--- src/rtl/sign_extender_if.sv ---
// Immediate-extension bus between the decoder (master) and the sign extender (slave).
interface sign_extender_if #(
   parameter int unsigned IN_WIDTH  = 4,
   parameter int unsigned OUT_WIDTH = 16
) ();

   logic [IN_WIDTH-1:0]  data;
   logic                 in_valid;
   logic                 zeroExtend;
   logic [1:0]           scale;
   logic [OUT_WIDTH-1:0] extendedData;
   logic                 out_valid;
   logic                 isNegative;

   modport master (
      output data,
      output in_valid,
      output zeroExtend,
      output scale,
      input  extendedData,
      input  out_valid,
      input  isNegative
   );

   modport slave (
      input  data,
      input  in_valid,
      input  zeroExtend,
      input  scale,
      output extendedData,
      output out_valid,
      output isNegative
   );

endinterface

--- src/rtl/sign_extender.sv ---
// Registered sign/zero extender with optional left scale by 0..3; one pipeline stage,
// always ready. Data and sign flag hold while in_valid is low; out_valid tracks in_valid.
module sign_extender #(
   parameter int unsigned IN_WIDTH  = 4,
   parameter int unsigned OUT_WIDTH = 16
) (
   input logic            clk,
   input logic            rst,
   sign_extender_if.slave bus
);

   // Three spare MSBs keep a scale of 3 from dropping any significant bit.
   if (IN_WIDTH < 2 || IN_WIDTH > 16) begin : g_bad_in_width
      $error("sign_extender: IN_WIDTH must be in 2..16");
   end
   if (OUT_WIDTH < IN_WIDTH + 3) begin : g_bad_out_width
      $error("sign_extender: OUT_WIDTH must be at least IN_WIDTH + 3");
   end
   if ($bits(bus.data) != IN_WIDTH || $bits(bus.extendedData) != OUT_WIDTH) begin : g_bad_bus
      $error("sign_extender: interface widths do not match module parameters");
   end

   localparam int unsigned PadWidth = OUT_WIDTH - IN_WIDTH;

   logic [OUT_WIDTH-1:0] w_ext;
   logic [OUT_WIDTH-1:0] w_result;
   logic                 w_fill;

   logic [OUT_WIDTH-1:0] r_data;
   logic                 r_neg;
   logic                 r_valid;

   always_comb begin
      w_fill   = bus.zeroExtend ? 1'b0 : bus.data[IN_WIDTH-1];
      w_ext    = {{PadWidth{w_fill}}, bus.data};
      w_result = w_ext << bus.scale;
   end

   always_ff @(posedge clk) begin
      if (rst) begin
         r_data  <= '0;
         r_neg   <= 1'b0;
         r_valid <= 1'b0;
      end else begin
         r_valid <= bus.in_valid;
         if (bus.in_valid) begin
            r_data <= w_result;
            r_neg  <= w_result[OUT_WIDTH-1];
         end
      end
   end

   assign bus.extendedData = r_data;
   assign bus.isNegative   = r_neg;
   assign bus.out_valid    = r_valid;

endmodule

--- src/flat_wrapper.sv ---
// flat-port wrapper written by rule: the top's interface ports become plain ports
module sign_extender_flat 
#(
   parameter int unsigned IN_WIDTH  = 4,
   parameter int unsigned OUT_WIDTH = 16
)
  (clk, rst, bus_data, bus_in_valid, bus_zeroExtend, bus_scale, bus_extendedData, bus_out_valid, bus_isNegative);
  sign_extender_if #(.IN_WIDTH(IN_WIDTH), .OUT_WIDTH(OUT_WIDTH)) bus_i ();
  input logic clk;
  input logic rst;
  input wire logic [$bits(bus_i.data)-1:0] bus_data;
  input wire logic [$bits(bus_i.in_valid)-1:0] bus_in_valid;
  input wire logic [$bits(bus_i.zeroExtend)-1:0] bus_zeroExtend;
  input wire logic [$bits(bus_i.scale)-1:0] bus_scale;
  output wire logic [$bits(bus_i.extendedData)-1:0] bus_extendedData;
  output wire logic [$bits(bus_i.out_valid)-1:0] bus_out_valid;
  output wire logic [$bits(bus_i.isNegative)-1:0] bus_isNegative;
  assign bus_i.data = bus_data;
  assign bus_i.in_valid = bus_in_valid;
  assign bus_i.zeroExtend = bus_zeroExtend;
  assign bus_i.scale = bus_scale;
  assign bus_extendedData = bus_i.extendedData;
  assign bus_out_valid = bus_i.out_valid;
  assign bus_isNegative = bus_i.isNegative;
  sign_extender #(.IN_WIDTH(IN_WIDTH), .OUT_WIDTH(OUT_WIDTH)) u_core (.clk(clk), .rst(rst), .bus(bus_i));
endmodule
--- config.mk ---
export PLATFORM = sky130hd
export DESIGN_NAME = sign_extender_flat
export DESIGN_NICKNAME = d
export VERILOG_FILES = /design/src/rtl/sign_extender_if.sv /design/src/rtl/sign_extender.sv /design/src/flat_wrapper.sv
export SDC_FILE = /design/constraint.sdc
export NUM_CORES = 1
export LEC_CHECK = 0
export ABC_AREA = 1
export CORE_AREA = 4 4 41 43
export CTS_BUF_LIST = sky130_fd_sc_hd__clkbuf_16
export CTS_CLUSTER_SIZE = 24
export DETAILED_ROUTE_END_ITERATION = 8
export DIE_AREA = 0 0 45 47
export PLACE_DENSITY = 0.78
export RECOVER_POWER = 100
export SLEW_MARGIN = 10
export SYNTH_ARGS = -nofsm -noshare
export SYNTH_HDL_FRONTEND = slang
export SYNTH_SLANG_ARGS = --single-unit
--- constraint.sdc ---
create_clock -name clk -period 1.7 [get_ports clk]
set_input_delay 0.255 -clock clk [delete_from_list [all_inputs] [get_ports clk]]
set_output_delay 0.255 -clock clk [all_outputs]
set_load 0.05 [all_outputs]
==> flow_summary_export.csv <==
group,metric,value,unit
outcome,status,"complete, no violations",
setup_path,r2r_end,"u_core.bus.extendedData[14]",
synth,yosysSeqAreaShare,0.368,
floorplan,initial_utilization,0.376,
drt,drtIter0Drc,6,
clocking,ctsResizeCount,0,
clocking,cts_hold_buf,0,
setup_path,timing.critical_path.cells,"dlygate4sd3_1 -> inv_1 -> nor2_8 -> o21ai_0 -> a21oi_1",
hold_path,holdCritPathClass,"flip-flop to flip-flop",
drt,final_antenna_net_count,0,
global_route,grt_overflow,0,
setup_path,crit_path_max_fanout,7,
setup_path,r2r_setup_slack,940,ps
setup_path,crit_path_max_incr_delay,630,ps
synth,yosys_warnings,0,
synth,syn_nets,83,
timing,fin_ws,335,ps
drt,avgRoutedWirePerCell,9.77,um
timing,rsz0062_at_grt,"no",
clocking,cts_buffers,3,
setup_path,required,1810,ps
timing,maxSlewViolCount,0,
synth,synthMuxAreaShare,0,
setup_path,critPathSlowestCell,"dlygate4sd3_1",
timing,min_period_over_period,0.803,
power,clkPwrFrac,0.491,
floorplan,die_w,45,um
global_route,grt_pass1_wl,1850,um
finish,nets,107,
setup_path,cp-start-kind,"input pin",
setup_path,critPathLaunch,"bus_in_valid",
finish,syn_to_final_growth,42.5,%
power,p_sw_frac,0.292,
power,p_int,0.000579,W
synth,synth_top_family_by_area,"simple AND/OR/NAND/NOR gates",
setup_path,path_class,"input pin to flip-flop",
synth,postSynthCellCount,73,
floorplan,io_pins,28,
clocking,postCtsSetupBuffers,0,
power,p_comb_frac,0.224,
drt,via_count,497,
timing,worstMarginPinSlew,598,ps
timing,finalHoldViolations,0,
run,maxCapViolations,0,
power,power.share.sequential,0.284,
global_route,grt_max_degree,12,
power,p_per_area,1170,nW/um2
synth,synth_compound_area_frac,0.107,
clocking,cts_num_sinks,9,
timing,tns,0,ps
timing,fmax,733,MHz
synth,synth.avg_cell_area,6.70,um2
setup_path,reg2reg_depth,2,
drt,first_pass_iters,2,
clocking,cts_root_buf,"clkbuf_16",
global_route,antenna_found_initial,0,
floorplan,die_area,2120,um2
clocking,insertion_delay,230,ps
synth,yosys.area_share.adder,0,
clocking,cts_tree,"yes",
timing,setup_viol,0,
synth,synth.cell_area,489,um2
synth,ys_seq_elements,9,
setup_path,cp-endpoint,"u_core.bus.extendedData[5]",
drt,drc,0,
power,power.leakage,0.362,nW
synth,synth-xor-area-share,0,
finish,final_common_cell,"nand2_1",
placed_design,dp_slack,296,ps
power,switchingPower,0.000239,W
drt,viasPerCell,4.48,
floorplan,die_y,47,um
clocking,clockBufferDepth,2,
timing,post-route-min-period,1370,ps
floorplan,core.rowCount,13,
global_route,grt_pass1_vias,445,
finish,layout_common_cells,"nand2_1, clkbuf_2, inv_1, dfxtp_1",
setup_path,worstSetupEndpointType,"flip-flop",
setup_path,cp_data_arrival_time,1480,ps
synth,yosys.area_share.simple,0.317,
timing,slew_headroom,0.603,
global_route,gr-usage-all-layers,0.127,
floorplan,coreArea,1300,um2
placed_design,gp_congestion,0.817,
clocking,ctsHtreeMaxLevel,1,
clocking,cts.clk_slew.worst_paths,40,ps
finish,num_antenna_cells,0,
finish,drive_gt1_frac,0.167,
timing,clock_skew,0,ps
placed_design,dp_hpwl,874,um
setup_path,r2r-start,"u_core.bus.extendedData[14]",
synth,yosysUniqueCellTypes,12,
power,max-vdd-ir-drop,0.000736,V
drt,finalWirelength,1080,um
placed_design,portBuffers,27,
## how the worst min path moves through the flow
stage / start / to / slack, ps / cells past startpoint
after floorplan: rst / u_core.bus.extendedData[0] / 320 / 1
after global placement: u_core.bus.extendedData[1] / u_core.bus.extendedData[1] / 460 / 2
after detailed placement: u_core.bus.extendedData[0] / u_core.bus.extendedData[0] / 460 / 2
after CTS: u_core.bus.extendedData[1] / u_core.bus.extendedData[1] / 470 / 2
after global routing: u_core.bus.extendedData[0] / u_core.bus.extendedData[0] / 480 / 2
final: u_core.bus.extendedData[1] / u_core.bus.extendedData[1] / 460 / 2
## worst max-delay path: cells and delay by family
kind / cells / cell delay [ps]
buffers and inverters: 2 / 920
AO/OA/AOI/OAI: 2 / 240
AND/OR/NAND/NOR: 1 / 60
## state kept, by name (all words and copies together) (netlist names)
signal	count
u_core.bus.extendedData	8
u_core.bus.out_valid	1
## metal layers
layer	part of all wire	up-vias	GRT usage
met5	0	-	0
met4	0.0074	0	0.0526
met3	0.13	2	0.0805
met2	0.47	21	0.201
met1	0.39	214	0.136
li1	-	260	-
## Yosys cell counts
master	count	area share
a21oi_1	6	0.061
inv_2	3	0.023
nand2_1	29	0.22
dfxtp_1	9	0.37
nand3_1	3	0.031
buf_4	9	0.14
o21ai_1	1	0.010
inv_1	6	0.046
nor2_8	1	0.041
nor2_1	3	0.023
a21boi_1	1	0.015
o21ai_0	2	0.020
## layout make-up
type | instances | area, um2
clock buffers | 3 | 75.1
multi-input cells | 46 | 208
repair buffers | 28 | 178
flip-flops and latches | 9 | 180
fillers | 158 | 604
inverters | 9 | 33.8
clock inverters | 1 | 3.75
well taps | 15 | 18.8
## per-stage QoR
| stage | utilization | cell area [um2] | total power (W) | hold slack, ps | instances |
|---|---|---|---|---|---|
| after floorplan | - | 489 | 0.000381 | 324 | 73 |
| after global placement | 0.517 | 673 | 0.000439 | 460 | 107 |
| after detailed placement | 0.517 | 673 | 0.000440 | 464 | 107 |
| after CTS | 0.578 | 752 | 0.000850 | 469 | 111 |
| after global routing | 0.536 | 697 | 0.000864 | 477 | 111 |
| final | 0.536 | 697 | 0.000818 | 462 | 111 |
## power groups by stage
stage          sequential (W)  clock, W  combinational [W]
2_1_floorplan        0.000277         0           0.000104
3_3_place_gp         0.000236         0           0.000203
3_5_place_dp         0.000237         0           0.000204
4_1_cts              0.000233  0.000412           0.000204
5_1_grt              0.000234  0.000432           0.000198
6_report             0.000233  0.000402           0.000183
## cells by family after synthesis
family	count (synthesis)
compound gates	10
buf+inv	18
flops	9
simple gates	36
(Power assumes the default switching activity.)
